## config.mk

```make
export PLATFORM = sky130hd
export DESIGN_NAME = dft_scan_unloader
export DESIGN_NICKNAME = d
export VERILOG_FILES = /design/src/rtl/dft_scan_unloader.sv
export SDC_FILE = /design/constraint.sdc
export NUM_CORES = 1
export LEC_CHECK = 0
export BUFFER_PORTS_ARGS = -buffer_cell sky130_fd_sc_hd__buf_4
export CORE_MARGIN = 10
export CORE_UTILIZATION = 40
export CTS_CLUSTER_SIZE = 14
export DETAILED_ROUTE_END_ITERATION = 7
export GPL_TIMING_DRIVEN = 0
export PLACE_DENSITY = 0.67
export SLEW_MARGIN = 20
export SYNTH_ARGS = -nofsm -noshare
export SYNTH_HDL_FRONTEND = slang
export SYNTH_SLANG_ARGS = --single-unit
```

## constraint.sdc

```tcl
create_clock -name clk -period 3.7 [get_ports clk]
set_input_delay 0.555 -clock clk [delete_from_list [all_inputs] [get_ports clk]]
set_output_delay 0.555 -clock clk [all_outputs]
set_load 0.01 [all_outputs]
```

## src/rtl/dft_scan_unloader.sv

```systemverilog
// Purpose : per-chain scan unload engine; rotates the chain once and packs the bits LSB-first into words.
// Latency : ACK one cycle after the request; word k strobes 32(k+1)+2 cycles after the request; commit follows the drain.
// Backpr. : none on the word strobe; the engine stays in commit until dft_commit_ack.
module dft_scan_unloader #(
    parameter int p_chain_len  = 100,
    parameter int p_word_width = 32
) (
    input  logic                    clk,
    input  logic                    reset,
    input  logic                    dft_val_op,
    output logic                    dft_op_ack,
    output logic                    dft_op_commit,
    input  logic                    dft_commit_ack,
    output logic                    dft_output_strobe,
    output logic [p_word_width-1:0] dft_output_data,
    output logic                    scan_en,
    input  logic                    scan_out,
    output logic                    scan_in
);
    // The counter must be able to hold p_chain_len itself, so it never wraps.
    localparam int CW = $clog2(p_chain_len + 1);
    localparam int IW = $clog2(p_word_width);

    typedef enum logic [2:0] {
        S_IDLE   = 3'd0,
        S_ACK    = 3'd1,
        S_SHIFT  = 3'd2,
        S_DRAIN  = 3'd3,
        S_COMMIT = 3'd4
    } state_t;

    state_t                  r_state;
    state_t                  w_state_nxt;
    logic [CW-1:0]           r_bit_cnt;
    logic [p_word_width-1:0] r_pack;
    logic [p_word_width-1:0] r_data;
    logic                    r_strobe;
    logic [IW-1:0]           w_bit_idx;
    logic [p_word_width-1:0] w_pack_cap;
    logic                    w_last_bit;
    logic                    w_word_full;

    // Bit position inside the current word, and the word with this cycle's bit merged in.
    assign w_bit_idx   = IW'(32'(r_bit_cnt) % p_word_width);
    assign w_pack_cap  = r_pack | ({{(p_word_width-1){1'b0}}, scan_out} << w_bit_idx);
    assign w_last_bit  = (r_bit_cnt == CW'(p_chain_len - 1));
    assign w_word_full = (w_bit_idx == IW'(p_word_width - 1));

    // Recirculate the chain so its contents survive the unload.
    assign scan_in           = scan_out;
    assign dft_output_strobe = r_strobe;
    assign dft_output_data   = r_data;

    // State register; reset drops straight to IDLE, which also drops scan_en.
    always_ff @(posedge clk or negedge reset) begin
        if (!reset) begin
            r_state <= S_IDLE;
        end else begin
            r_state <= w_state_nxt;
        end
    end

    // Next-state logic; val_op is only looked at in IDLE and commit_ack only in COMMIT.
    always_comb begin
        w_state_nxt = r_state;
        case (r_state)
            S_IDLE:   if (dft_val_op)     w_state_nxt = S_ACK;
            S_ACK:                        w_state_nxt = S_SHIFT;
            S_SHIFT:  if (w_last_bit)     w_state_nxt = S_DRAIN;
            S_DRAIN:                      w_state_nxt = S_COMMIT;
            S_COMMIT: if (dft_commit_ack) w_state_nxt = S_IDLE;
            default:                      w_state_nxt = S_IDLE;
        endcase
    end

    // Handshake and scan-enable outputs decoded from the state alone.
    always_comb begin
        dft_op_ack    = (r_state == S_ACK);
        dft_op_commit = (r_state == S_COMMIT);
        scan_en       = (r_state == S_SHIFT);
    end

    // Bit counter, packing register and registered word output.
    // A full word or the final chain bit loads the output register for a one-cycle strobe;
    // the final bit's strobe therefore lands in DRAIN, and a word that is both full and
    // final is strobed only once.
    always_ff @(posedge clk or negedge reset) begin
        if (!reset) begin
            r_bit_cnt <= '0;
            r_pack    <= '0;
            r_strobe  <= 1'b0;
            r_data    <= '0;
        end else begin
            r_strobe <= 1'b0;
            r_data   <= '0;
            case (r_state)
                S_ACK: begin
                    r_bit_cnt <= '0;
                    r_pack    <= '0;
                end
                S_SHIFT: begin
                    r_bit_cnt <= r_bit_cnt + 1'b1;
                    if (w_last_bit || w_word_full) begin
                        r_strobe <= 1'b1;
                        r_data   <= w_pack_cap;
                        r_pack   <= '0;
                    end else begin
                        r_pack   <= w_pack_cap;
                    end
                end
                default: begin
                end
            endcase
        end
    end

endmodule

```

# Word-level counts from Yosys, hierarchy flattened
# Index checks and enable logic that the tools add are counted.
[totals]
latch_bits = 0
mem_bits_rw = 0
n_memories = 0
elab_cells = 32
mem_bits_ro = 0
reg_bits = 75
[op_classes]
magnitude_cmp = 0
bitwise = 1
reduce_logical = 4
multipliers = 0
addsub = 1
n_div = 0
shifts = 1
n_eq_ne = 9
mux = 11
[op_table]
columns = ["operator", "count"]
rows = [
  ["$mux W32", 3],
  ["$pmux W32 S2", 1],
  ["$or A32 B32 Y32", 1],
  ["$shl A1 B5 Y32", 1],
  ["$pmux W3 S5", 1],
  ["$pmux W7 S2", 1],
  ["$mux W3", 3],
  ["$add A7 B1 Y7 const B", 1],
  ["$eq A7 B7 Y1 const B", 1],
  ["$eq A3 B2 Y1 const B", 2],
  ["$eq A5 B5 Y1 const B", 1],
  ["$ne A2 B1 Y1 const B", 2],
  ["$eq A3 B1 Y1 const B", 1],
  ["$eq A3 B3 Y1 const B", 1],
  ["$logic_not A3 Y1", 1],
  ["$reduce_and A3 Y1", 1],
  ["$mux W1", 2],
  ["$ne A2 B2 Y1 const B", 1],
  ["$reduce_bool A2 Y1", 1],
  ["$logic_or A1 B1 Y1", 1],
]

# Longest topological paths before layout
# Gate-level depths: netlist (run 1).
[depth]
depth_word = 4
depth_mapped = 7
depth_no_buf = 6

# Least setup slack after synthesis (run 1)
# Ideal clock, no wire load.
[synth_path]
path_kind = "reg-to-reg"
from = "register r_bit_cnt[0]"
to = "register r_pack[16]"
path_stages_with_launch = 8
period_less_slack_ps = 2072
setup_slack_ps = 1628
path_buffers = 1
t_arrival_ps = 1998
setup_ps = 74
required_ps = 3626
cell_sequence = "dfrtp_1 > ha_1 > and3_1 > ha_1 > nor4b_4 > buf_2 > a31oi_1 > a21oi_2"
[synth_between]
elab_chain_cells = 4
word_cells_on_any_way = 7
cone_classes = "eq/ne: 2; shift: 1; mux: 2; bitwise: 1; reduce/logical: 1"
[synth_lines]
columns = ["element", "line_no", "source"]
rows = [
  ["start: declaration", "34", "logic [CW-1:0] r_bit_cnt;"],
  ["start signal: assignment", "102", "r_bit_cnt <= r_bit_cnt + 1'b1;"],
  ["$eq A7 B7 Y1 (tied with other cells)", "46", "assign w_last_bit = (r_bit_cnt == CW'(p_chain_len - 1));"],
  ["$logic_or A1 B1 Y1 / $or A32 B32 Y32 (equally long branches)", "103, 45", ""],
  ["$mux W32 *", "103", "if (w_last_bit || w_word_full) begin"],
  ["$pmux W32 S2 *", "96", "case (r_state)"],
  ["end signal: assignment", "108", "r_pack <= w_pack_cap;"],
  ["end: declaration", "35", "logic [p_word_width-1:0] r_pack;"],
]
# Every way passes the cells marked *; elsewhere a longest branch is shown, timed or not.
# A chain may end at the register's enable or synchronous reset.

# Worst setup path after layout (run 1)
[layout_path]
from = "register r_bit_cnt[0]"
to = "register r_pack[24]"
# The elaborated chain is that of the path after synthesis.

==> results.md, run 1 <==
* Area Growth Syn to Fin at 19.4%
* Most Frequent Cell on Critical Path: ha_1
* Leading cell types in the layout, fill and taps excluded: dfrtp_1 (75), a21oi_1 (43), buf_4 (42)
* # DRC at 0
* Core area at 0.00813 mm²
* Hold Worst Slack at 0.318 ns
* Die area at 0.0123 mm²
* Number of synthesized flops with an enable pin at 0
* Post-Layout Inst Area at 0.00394 mm²
* Clock slew at reported path FFs at 0.08 ns
* Share of the yosys chip area belonging to registers at 56.8%
* R2r startpoint: r_bit_cnt[0]$_DFFE_PN0N_
* Synth cell types at 38
* CP max FO at 10
* # hold bufs at CTS at 0
* Via count at 2,511
* Min-delay worst type: primary input to async pin
* Routed WL at 7780 µm
* Initial Util at 40.6%
* Vias/cell at 5.45
* Max frequency at 409 MHz
* Syn nets at 306
* Crit-path max cell delay at 0.62 ns
* Setup CP Type: register to register
* TritonCTS clock tree: built
* Synth top area share at 56.8%
* Crit path cell chain: ha_1 -> and3_1 -> ha_1 -> nor4b_4 -> buf_2 -> a31oi_1 -> a21oi_2
* Htree depth at 3
* Top post-synthesis cells by area: dfrtp_1 (57%), a21oi_1 (6.5%), a31oi_1 (6.1%)
* Post-CTS Setup Repair Bufs at 0
* Critical Path RT at 3.98 ns
* # resized after CTS at 0
* Number of buffers created by CTS at 9
* Share of cells above drive strength 1 at 29.2%
* # setup viols final at 0
* Leak at 0.00177 µW
* Largest net degree at the start of global routing at 76
* Startpoint types: register
* Synthesized area at 0.00330 mm²
* Cell count after synthesis at 299
* Slew @ Worst Pin at 1.08 ns
* Total power at 2560 µW
* Nets at 358
* Max Slew Vio Count at 0
* Setup TNS at 0 ns
* Vias in the first global route at 2,624
* Overflow after GRT at 0
* Cell accounting for the most synthesized area: dfrtp_1
* # diodes at 0
* Sink Count at 75
* Wire length per cell at 16.9 µm
* VDD IR-drop max at 0.272 mV
* Antenna violations before repair at 0
* YS warnings at 0
* Top-level I/O count at 42
* Commonest non-fill, non-tap cell in the layout: dfrtp_1
* Initial DRC count at 125
* Power per cell area at 648 mW/mm²
* Clock tree buffer depth at 2
* Syn avg cell area at 11.0 µm²
* Tmin final at 2.44 ns
* Root buffer cell: clkbuf_8
* Worst reg2reg path depth at 7
* Flops & latches, synth at 75
* Row count at 33
* Skew final at 0.00737 ns
* Final ANT Viol Nets at 0
* Run status: finished, final reports clean
* Final Hold Viols at 0
* RSZ-0062 raised after global routing: false
* Commonest register cell after synthesis: dfrtp_1
* Total GRT Usage at 13.1%
* Horiz. Die Dim at 111 µm
* Max_slew headroom at 28.1%
* Crit-path slowest cell: nor4b_4
* Reg-to-Reg End: r_pack[24]$_DFFE_PN0N_
* First-pass GRT wire length at 13,300 µm
* GP Congestion at 0.801
* Max-cap viol count at 0
* Critical path capture point type: register
* IO buf count at 41
* Flop-to-flop setup slack at 1.26 ns
* Tcrit/Tclk final at 66.0%
* DRT Pass-1 Iters at 4
* Data arrival, critical path at 2.72 ns
* Fraction of registers with async set/reset at 100%
* Placed inst area at 0.00374 mm²
* Clock Latency Late Sink at 0.34 ns
* Hpwl dp at 5270 µm
* Die Height at 111 µm
registers in the layout, summed over array words and instances, names as in the netlist:
| name | cells |
|---|---|
| dft_output_data | 32 |
| r_pack | 32 |
| r_bit_cnt | 7 |
| r_state | 3 |
| dft_output_strobe | 1 |
how the worst max path moves through the flow:
stage                                  start                     end  slack (ns)  depth (start not counted)
finish              r_bit_cnt[0]$_DFFE_PN0N_  r_pack[24]$_DFFE_PN0N_        1.26                          7
global route        r_bit_cnt[0]$_DFFE_PN0N_  r_pack[24]$_DFFE_PN0N_        1.08                          7
CTS                 r_bit_cnt[0]$_DFFE_PN0N_  r_pack[24]$_DFFE_PN0N_        1.27                          7
detailed placement  r_bit_cnt[0]$_DFFE_PN0N_  r_pack[24]$_DFFE_PN0N_        1.29                          7
global placement    r_bit_cnt[0]$_DFFE_PN0N_  r_pack[24]$_DFFE_PN0N_        1.32                          7
floorplan           r_bit_cnt[0]$_DFFE_PN0N_  r_pack[16]$_DFFE_PN0N_        1.63                          7
synth_stat cells, types with 2 or more instances:
cell type / number
a21oi_1: 43
a21oi_2: 20
a22o_1: 3
a31oi_1: 32
and3_1: 2
and4b_1: 4
buf_2: 8
buf_6: 8
clkbuf_1: 18
dfrtp_1: 75
ha_1: 2
inv_2: 2
mux2i_1: 2
nand2_1: 2
nand3_1: 8
nand4_1: 5
nor2_1: 2
nor2_2: 2
nor2b_1: 4
nor3_1: 33
nor4bb_1: 3
o211ai_1: 4
or3b_1: 2
stage by stage:
stage / setup WS, ns / instances / util, %
floorplan: 1.63 / 299 / -
global placement: 1.32 / 445 / 46.0
detailed placement: 1.29 / 445 / 46.0
CTS: 1.27 / 461 / 48.5
global route: 1.08 / 461 / 48.5
finish: 1.26 / 461 / 48.5
report_power, final:
group | total, µW | switching, µW | internal [µW]
clock network | 633 | 304 | 330
logic | 973 | 653 | 320
registers | 949 | 65.1 | 884
total | 2560 | 1020 | 1530
layer usage:
metal,GRT usage [%],vias up,part of all wire (%)
met5,0,-,0
met3,3.08,14,5.3
li1,-,1215,-
met1,16.1,1207,44
met4,6.77,0,2.4
met2,20.8,75,48
critical path, delay by kind of cell (launching register included):
family / cells / cell delay, ns
simple gates: 2 / 0.83
fa+ha+maj: 2 / 0.48
flops: 1 / 0.40
buf+inv: 1 / 0.37
compound gates: 2 / 0.29
area by class of cell:
cell class / count / area [µm²]
multi-input combinational: 184 / 1200
timing repair buffer: 41 / 308
clock buffer: 10 / 138
sequential: 75 / 1880
fill: 728 / 4190
buffer: 36 / 209
inverter: 4 / 17.5
clock inverter: 6 / 65.1
tap: 105 / 131
cell families after synthesis:
| family | share of synthesized area, % |
|---|---|
| buffers and inverters | 6.86 |
| DFF | 56.8 |
| muxes | 0.947 |
| adders and majority gates | 0.758 |
| and+or+nand+nor | 14.3 |
| AOI/OAI and AO/OA | 20.3 |
No activity file was read; power rests on OpenSTA's default activity.
==> run 2: changes to the inputs <==
--- a/config.mk
+++ b/config.mk
@@ -5,13 +5,14 @@
 export SDC_FILE = /design/constraint.sdc
 export NUM_CORES = 1
 export LEC_CHECK = 0
+export ABC_AREA = 1
 export BUFFER_PORTS_ARGS = -buffer_cell sky130_fd_sc_hd__buf_4
 export CORE_MARGIN = 10
 export CORE_UTILIZATION = 40
 export CTS_CLUSTER_SIZE = 14
 export DETAILED_ROUTE_END_ITERATION = 7
 export GPL_TIMING_DRIVEN = 0
-export PLACE_DENSITY = 0.67
+export PLACE_DENSITY = 0.69
 export SLEW_MARGIN = 20
 export SYNTH_ARGS = -nofsm -noshare
 export SYNTH_HDL_FRONTEND = slang
==> constraint.sdc (replaced) <==
create_clock -name clk -period 2.1 [get_ports clk]
set_input_delay 0.315 -clock clk [delete_from_list [all_inputs] [get_ports clk]]
set_output_delay 0.315 -clock clk [all_outputs]
set_load 0.01 [all_outputs]
==> run 2 against run 1 <==
Against the previous run: non-clock buffer count shrank 19; count of clock-buffer cells in the layout increased by 2; synthesized cell count rose by 42%; highest routed layer unchanged; worst hold slack got worse by 0.20 ns; sequential share of layout area down 1.2 points; die area grew 3.1%; area after synthesis increased by 3.8%; first-iteration DRC count rose by 8.8%; maximum frequency grew 31%; largest power group is now sequential cells; cell count increased by 27%; global-route usage down 0.46 points.
==> results.md, run 2 <==
* Power per cell area at 908 mW/mm² (+40%)
* Flops & latches, synth at 75 (unchanged)
* Place WS at 0.235 ns (-1.05 ns)
* Crit path cell chain: inv_2 -> buf_2 -> nor2_1 -> ha_1 -> inv_1 -> nand3_1 -> buf_2 -> nand2_1 -> nand2_1 -> inv_1
* Post-route insts no fill at 586 (+27%)
* Via count at 2,749 (+9.5%)
* Critical path capture point type: register
* Synth top area share at 54.7% (-2.1 points)
* Data arrival, critical path at 2.12 ns (-0.60 ns)
* Slew @ Worst Pin at 0.918 ns (-0.158 ns)
* Synth cell types at 24 (-37%)
* Nets at 484 (+35%)
* Max-cap viol count at 0 (unchanged)
* # hold bufs at CTS at 0 (unchanged)
* Initial DRC count at 136 (+8.8%)
* Cell count after synthesis at 425 (+42%)
* Leading cell types in the layout, fill and taps excluded: nand2_1 (142), inv_1 (81), dfrtp_1 (75)
* Vias in the first global route at 2,721 (+3.7%)
* Setup CP Type: register to register
* Hpwl dp at 5360 µm (+1.7%)
* Clock tree buffer depth at 2 (unchanged)
* Max_slew headroom at 38.8% (+11 points)
* Area Growth Syn to Fin at 17.9%
* Synthesized area at 0.00343 mm² (+3.8%)
* Clock slew at reported path FFs at 0.07 ns (about the same)
* Syn avg cell area at 8.07 µm² (-27%)
* Comb pwr share at 28.3% (-9.8 points)
* YS warnings at 0 (unchanged)
* Max Slew Vio Count at 0 (unchanged)
* Final Hold Viols at 0 (unchanged)
* Fraction of registers with async set/reset at 100% (unchanged)
* Die Height at 113 µm (+1.6%)
* Commonest register cell after synthesis: dfrtp_1
* Top post-synthesis cells by area: dfrtp_1 (55%), nand2_1 (16%), inv_1 (8.9%)
* Sink Count at 75 (unchanged)
* Number of buffers created by CTS at 9 (unchanged)
* Max frequency at 534 MHz (+31%)
* Crit-path slowest cell: dfrtp_1
* Die area at 0.0127 mm² (+3.1%)
* Wire length per cell at 13.0 µm (-23%)
* CP max FO at 10 (unchanged)
* CP Depth at 10 (+3)
* Post-layout worst setup margin at 0.229 ns (-1.03 ns)
* Worst path top cell family by delay: buffers and inverters
* Post-CTS Setup Repair Bufs at 0 (unchanged)
* TritonCTS clock tree: built
* Total GRT Usage at 12.6% (-0.46 points)
* Initial Util at 41.3% (+0.71 points)
* IO buf count at 41 (unchanged)
* First-pass GRT wire length at 13,000 µm (-2.4%)
* Sw frac at 36.0% (-4.0 points)
* Run status: finished, final reports clean
* VDD IR-drop max at 0.354 mV (+30%)
* Leak at 0.00240 µW (+36%)
* # setup viols final at 0 (unchanged)
* Tcrit/Tclk final at 89.1% (+23 points)
* CP bufs+invs at 5 (+4)
* Clock share of power at 28.3% (+3.5 points)
* Startpoint types: register
* Internal power at 2350 µW (+53%)
* Cell accounting for the most synthesized area: dfrtp_1
* Setup TNS at 0 ns (unchanged)
* Share of the yosys chip area belonging to registers at 54.7% (-2.1 points)
* Antenna violations before repair at 0 (unchanged)
* Final ANT Viol Nets at 0 (unchanged)
* Worst reg2reg path depth at 10 (+3)
* Htree depth at 3 (unchanged)
* # DRC at 0 (unchanged)
* Core area at 0.00830 mm² (+2.0%)
* Min-delay worst type: primary input to async pin
* GP Congestion at 0.828 (+3.4%)
* # resized after CTS at 0 (unchanged)
* Skew final at 0.00951 ns (+0.00215 ns)
* Horiz. Die Dim at 113 µm (+1.6%)
* # diodes at 0 (unchanged)
* Overflow after GRT at 0 (unchanged)
* Dpl cells at 571 (+28%)
* Crit-path max cell delay at 0.48 ns (-0.14 ns)
* P_sw at 1320 µW (+29%)
* Critical Path RT at 2.35 ns (-1.63 ns)
* DRT Pass-1 Iters at 4 (unchanged)
* Clock Latency Late Sink at 0.35 ns (about the same)
* Syn nets at 432 (+41%)
* Commonest cells post-synth: nand2_1 (142), inv_1 (81), dfrtp_1 (75)
* Seq pwr share at 43.5% (+6.4 points)
* Count leader, synth: nand2_1
* Total power at 3670 µW (+44%)
* Routed WL at 7590 µm (-2.5%)
* Row count at 33 (unchanged)
* Share of cells above drive strength 1 at 18.3% (-11 points)
* Number of synthesized flops with an enable pin at 0 (unchanged)
* Tmin final at 1.87 ns (-0.572 ns)
* Largest net degree at the start of global routing at 76 (unchanged)
* Top-level I/O count at 42 (unchanged)
* Vias/cell at 4.69 (-14%)
* Commonest non-fill, non-tap cell in the layout: nand2_1
* RSZ-0062 raised after global routing: false
* Root buffer cell: clkbuf_8
-- run 2: cell count changes after synthesis, moves of 16 or more --
cell,before,now
clkbuf_1,18,1
nor3_1,33,2
a21oi_1,43,18
nor2_1,2,18
nand2_1,2,142
inv_1,1,81
a31oi_1,32,0
nand3_1,8,36
-- run 2: path summary, 6_finish.rpt --
kind	start	end	slack, ns
max in group asynchronous	reset	dft_output_data[29]$_DFF_PN0_	1.41
max reg2reg	r_bit_cnt[3]$_DFFE_PN0N_	r_pack[28]$_DFFE_PN0N_	0.23
max	r_bit_cnt[3]$_DFFE_PN0N_	r_pack[28]$_DFFE_PN0N_	0.23
min reg2reg	r_state[2]$_DFFE_PN0P_	r_state[2]$_DFFE_PN0P_	0.51
min in group clk	dft_commit_ack	r_state[2]$_DFFE_PN0P_	0.28
min	reset	dft_output_data[19]$_DFF_PN0_	0.12
-- run 2: cells by family (layout without fill, tap and decap cells) --
group                    after synthesis  after routing  synth area share (%)
adder cells (fa/ha/maj)                2              2                 0.730
flip-flops                            75             75                  54.7
buffers and inverters                102            158                  12.4
AND/OR/NAND/NOR                      212            212                  25.9
XOR/XNOR                               1              1                 0.256
AO/OA/AOI/OAI                         33             33                  6.02
-- run 2: worst register-to-register path, stage by stage (launching register included) --
cell and delay (ns):
dfrtp_1 0.48, inv_2 0.13, buf_2 0.22, nor2_1 0.13, ha_1 0.16, inv_1 0.05, nand3_1 0.15, buf_2 0.27
nand2_1 0.09, nand2_1 0.07, inv_1 0.03
-- run 2: layer usage --
layer / vias up / track usage, % / routed length, µm
li1: 1379 / - / -
met1: 1286 / 15.5 / 3420
met2: 75 / 19.9 / 3500
met3: 9 / 4.21 / 551
met4: 0 / 5.33 / 115
met5: - / 0 / 0
-- run 2: metrics by stage --
stage	hold slack, ns	area [µm²]	util [%]
6_report	0.115	4040	48.7
5_1_grt	0.177	4040	48.7
4_1_cts	0.139	4040	48.7
3_5_place_dp	0.506	3870	46.6
3_3_place_gp	0.492	3870	46.6
2_1_floorplan	0.0194	3430	-
-- run 2: final cells by class --
class / instances / area [µm²]
plain buffers: 17 / 105
clock buffers: 12 / 135
clock inverters: 3 / 40.0
fillers: 787 / 4260
inverters: 85 / 319
multi-input cells: 248 / 1130
flip-flops and latches: 75 / 1880
well taps: 105 / 131
repair buffers: 41 / 308
-- run 2: power groups by stage --
| stage | Combinational, µW | Sequential (µW) | Clock, µW |
|---|---|---|---|
| finish | 1040 | 1600 | 1040 |
| global route | 1180 | 1600 | 1140 |
| CTS | 1040 | 1590 | 1070 |
| detailed placement | 1040 | 1620 | 0 |
| global placement | 1020 | 1610 | 0 |
| floorplan | 720 | 1610 | 0 |
==> run 3: changes to the inputs <==
--- a/config.mk
+++ b/config.mk
@@ -7,8 +7,9 @@
 export LEC_CHECK = 0
 export ABC_AREA = 1
 export BUFFER_PORTS_ARGS = -buffer_cell sky130_fd_sc_hd__buf_4
-export CORE_MARGIN = 10
+export CORE_MARGIN = 2
 export CORE_UTILIZATION = 40
+export CTS_BUF_LIST = sky130_fd_sc_hd__clkbuf_8
 export CTS_CLUSTER_SIZE = 14
 export DETAILED_ROUTE_END_ITERATION = 7
 export GPL_TIMING_DRIVEN = 0
==> run 3 against run 2 <==
Against the previous run: sequential cell count unchanged; cell area up 1.1%; count of clock-buffer cells in the layout down 3; die area down 26%; via count up 0.58%; critical endpoint is now r_pack[5]$_DFFE_PN0N_.
==> results.md, run 3 (synthesized netlist as in run 2, its figures left out) <==
* Tcrit/Tclk final at 88.5% (-0.57 points)
* Post-CTS Setup Repair Bufs at 0 (unchanged)
* Sink Count at 75 (unchanged)
* Initial Util at 41.5% (+0.21 points)
* Setup CP Type: register to register
* GP Congestion at 0.828 (about the same)
* Clock tree buffer depth at 2 (unchanged)
* Row count at 33 (unchanged)
* Core area at 0.00826 mm² (-0.50%)
* Setup TNS at 0 ns (unchanged)
* CP max FO at 10 (unchanged)
* Via count at 2,765 (+0.58%)
* Power per cell area at 943 mW/mm² (+3.8%)
* Max Slew Vio Count at 0 (unchanged)
* Sw frac at 35.7% (-0.25 points)
* Critical Path RT at 2.34 ns (about the same)
* Filler cells at 812 (+3.2%)
* Leak at 0.00243 µW (+0.85%)
* Placed inst area at 0.00387 mm² (unchanged)
* Min-delay worst type: primary input to async pin
* Clock Latency Late Sink at 0.36 ns (about the same)
* # diodes at 0 (unchanged)
* Hpwl dp at 5070 µm (-5.4%)
* Tmin final at 1.86 ns (-0.0119 ns)
* Fin util at 49.5% (+0.76 points)
* Nets at 484 (unchanged)
* Commonest non-fill, non-tap cell in the layout: nand2_1
* Critical path capture point type: register
* Skew final at 0.0160 ns (+0.00648 ns)
* Die area at 0.00933 mm² (-26%)
* VDD IR-drop max at 0.528 mV (+49%)
* # resized after CTS at 0 (unchanged)
* Clock share of power at 31.8% (+3.5 points)
* Overflow after GRT at 0 (unchanged)
* Final ANT Viol Nets at 0 (unchanged)
* Leading cell types in the layout, fill and taps excluded: nand2_1 (142), inv_1 (82), dfrtp_1 (75)
* Vias/cell at 4.71 (+0.41%)
* Crit path cell chain: inv_2 -> buf_2 -> nor2_1 -> ha_1 -> inv_1 -> nand3_1 -> buf_2 -> nand2_1 -> nand2_1 -> inv_1
* Crit-path slowest cell: dfrtp_1
* Max frequency at 538 MHz (+0.64%)
* Comb pwr share at 26.9% (-1.4 points)
* # hold bufs at CTS at 0 (unchanged)
* Worst path top cell family by delay: buffers and inverters
* Number of buffers created by CTS at 9 (unchanged)
* Top-level I/O count at 42 (unchanged)
* Antenna violations before repair at 0 (unchanged)
* Slew @ Worst Pin at 0.914 ns (-0.00403 ns)
* Clock slew at reported path FFs at 0.09 ns (+0.02 ns)
* Share of cells above drive strength 1 at 18.9% (+0.58 points)
* Die Height at 96.6 µm (-14%)
* RSZ-0062 raised after global routing: false
* Horiz. Die Dim at 96.6 µm (-14%)
* Post-Layout Inst Area at 0.00409 mm² (+1.1%)
* Startpoint types: register
* # setup viols final at 0 (unchanged)
* Initial DRC count at 207 (+52%)
* Htree depth at 3 (unchanged)
* Area Growth Syn to Fin at 19.2%
* Vias in the first global route at 2,670 (-1.9%)
* # DRC at 0 (unchanged)
* First-pass GRT wire length at 12,400 µm (-4.7%)
* Seq pwr share at 41.3% (-2.2 points)
* DRT Pass-1 Iters at 4 (unchanged)
* Wire length per cell at 12.6 µm (-2.3%)
* Max_slew headroom at 39.1% (+0.27 points)
* TritonCTS clock tree: built
* Total GRT Usage at 17.4% (+4.8 points)
* P_sw at 1380 µW (+4.2%)
* Internal power at 2480 µW (+5.4%)
* Routed WL at 7430 µm (-2.2%)
* Run status: finished, final reports clean
* Total power at 3850 µW (+4.9%)
* Root buffer cell: clkbuf_8
* Data arrival, critical path at 2.10 ns (-0.02 ns)
* Final Hold Viols at 0 (unchanged)
* CP bufs+invs at 5 (unchanged)
* Crit-path max cell delay at 0.48 ns (about the same)
* Max-cap viol count at 0 (unchanged)
* IO buf count at 41 (unchanged)
* Largest net degree at the start of global routing at 76 (unchanged)
* Hold Worst Slack at 0.0920 ns (-0.0233 ns)
==> run 3: cell types whose count changed in the layout (fill, tap and decap cells not counted), sizes merged <==
| cell | before | now |
|---|---|---|
| bufinv | 1 | 2 |
| clkbuf | 13 | 10 |
| clkinv | 3 | 4 |
| clkinvlp | 0 | 1 |
| inv | 84 | 85 |
==> run 3: power groups by stage <==
| stage | Clock [µW] | Combinational [µW] | Sequential, µW |
|---|---|---|---|
| final | 1220 | 1040 | 1590 |
| after global routing | 1300 | 1170 | 1600 |
| after CTS | 1240 | 1050 | 1590 |
| after detailed placement | 0 | 1040 | 1620 |
| after global placement | 0 | 1010 | 1610 |
| after floorplan | 0 | 720 | 1610 |
==> run 3: worst paths after layout <==
check | startpoint | to | slack (ns) | depth (start not counted)
min in group clk | dft_commit_ack | r_state[2]$_DFFE_PN0P_ | 0.25 | 4
worst min register to register | r_state[2]$_DFFE_PN0P_ | r_state[2]$_DFFE_PN0P_ | 0.51 | 1
worst min-delay path | reset | dft_output_data[19]$_DFF_PN0_ | 0.09 | 1
max in group asynchronous | reset | r_pack[30]$_DFFE_PN0N_ | 1.41 | 1
worst max register to register | r_bit_cnt[3]$_DFFE_PN0N_ | r_pack[5]$_DFFE_PN0N_ | 0.24 | 10
worst max-delay path | r_bit_cnt[3]$_DFFE_PN0N_ | r_pack[5]$_DFFE_PN0N_ | 0.24 | 10
==> run 3: metrics by stage <==
stage,setup WS [ns],cells
after global routing,0.0336,587
after detailed placement,0.268,571
after CTS,0.232,587
after global placement,0.302,571
after floorplan,0.528,425
final,0.241,587
==> run 3: per-layer routing <==
layer  GRT usage, %  wire, µm  share of wire (%)
met3           3.03       341                4.6
met2           28.7      3620                 49
met5              0         0                  0
met1           23.1      3370                 45
met4           6.57        92                1.2
==> run 3: cell type report <==
| class | instances | area, µm² | share of cell area, % |
|---|---|---|---|
| buffer | 17 | 105 | 2.57 |
| clock buffer | 9 | 124 | 3.03 |
| clock inverter | 7 | 93.8 | 2.30 |
| inverter | 85 | 319 | 7.81 |
| multi-input combinational | 248 | 1130 | 27.6 |
| sequential | 75 | 1880 | 45.9 |
| tap | 105 | 131 | 3.22 |
| timing repair buffer | 41 | 308 | 7.53 |
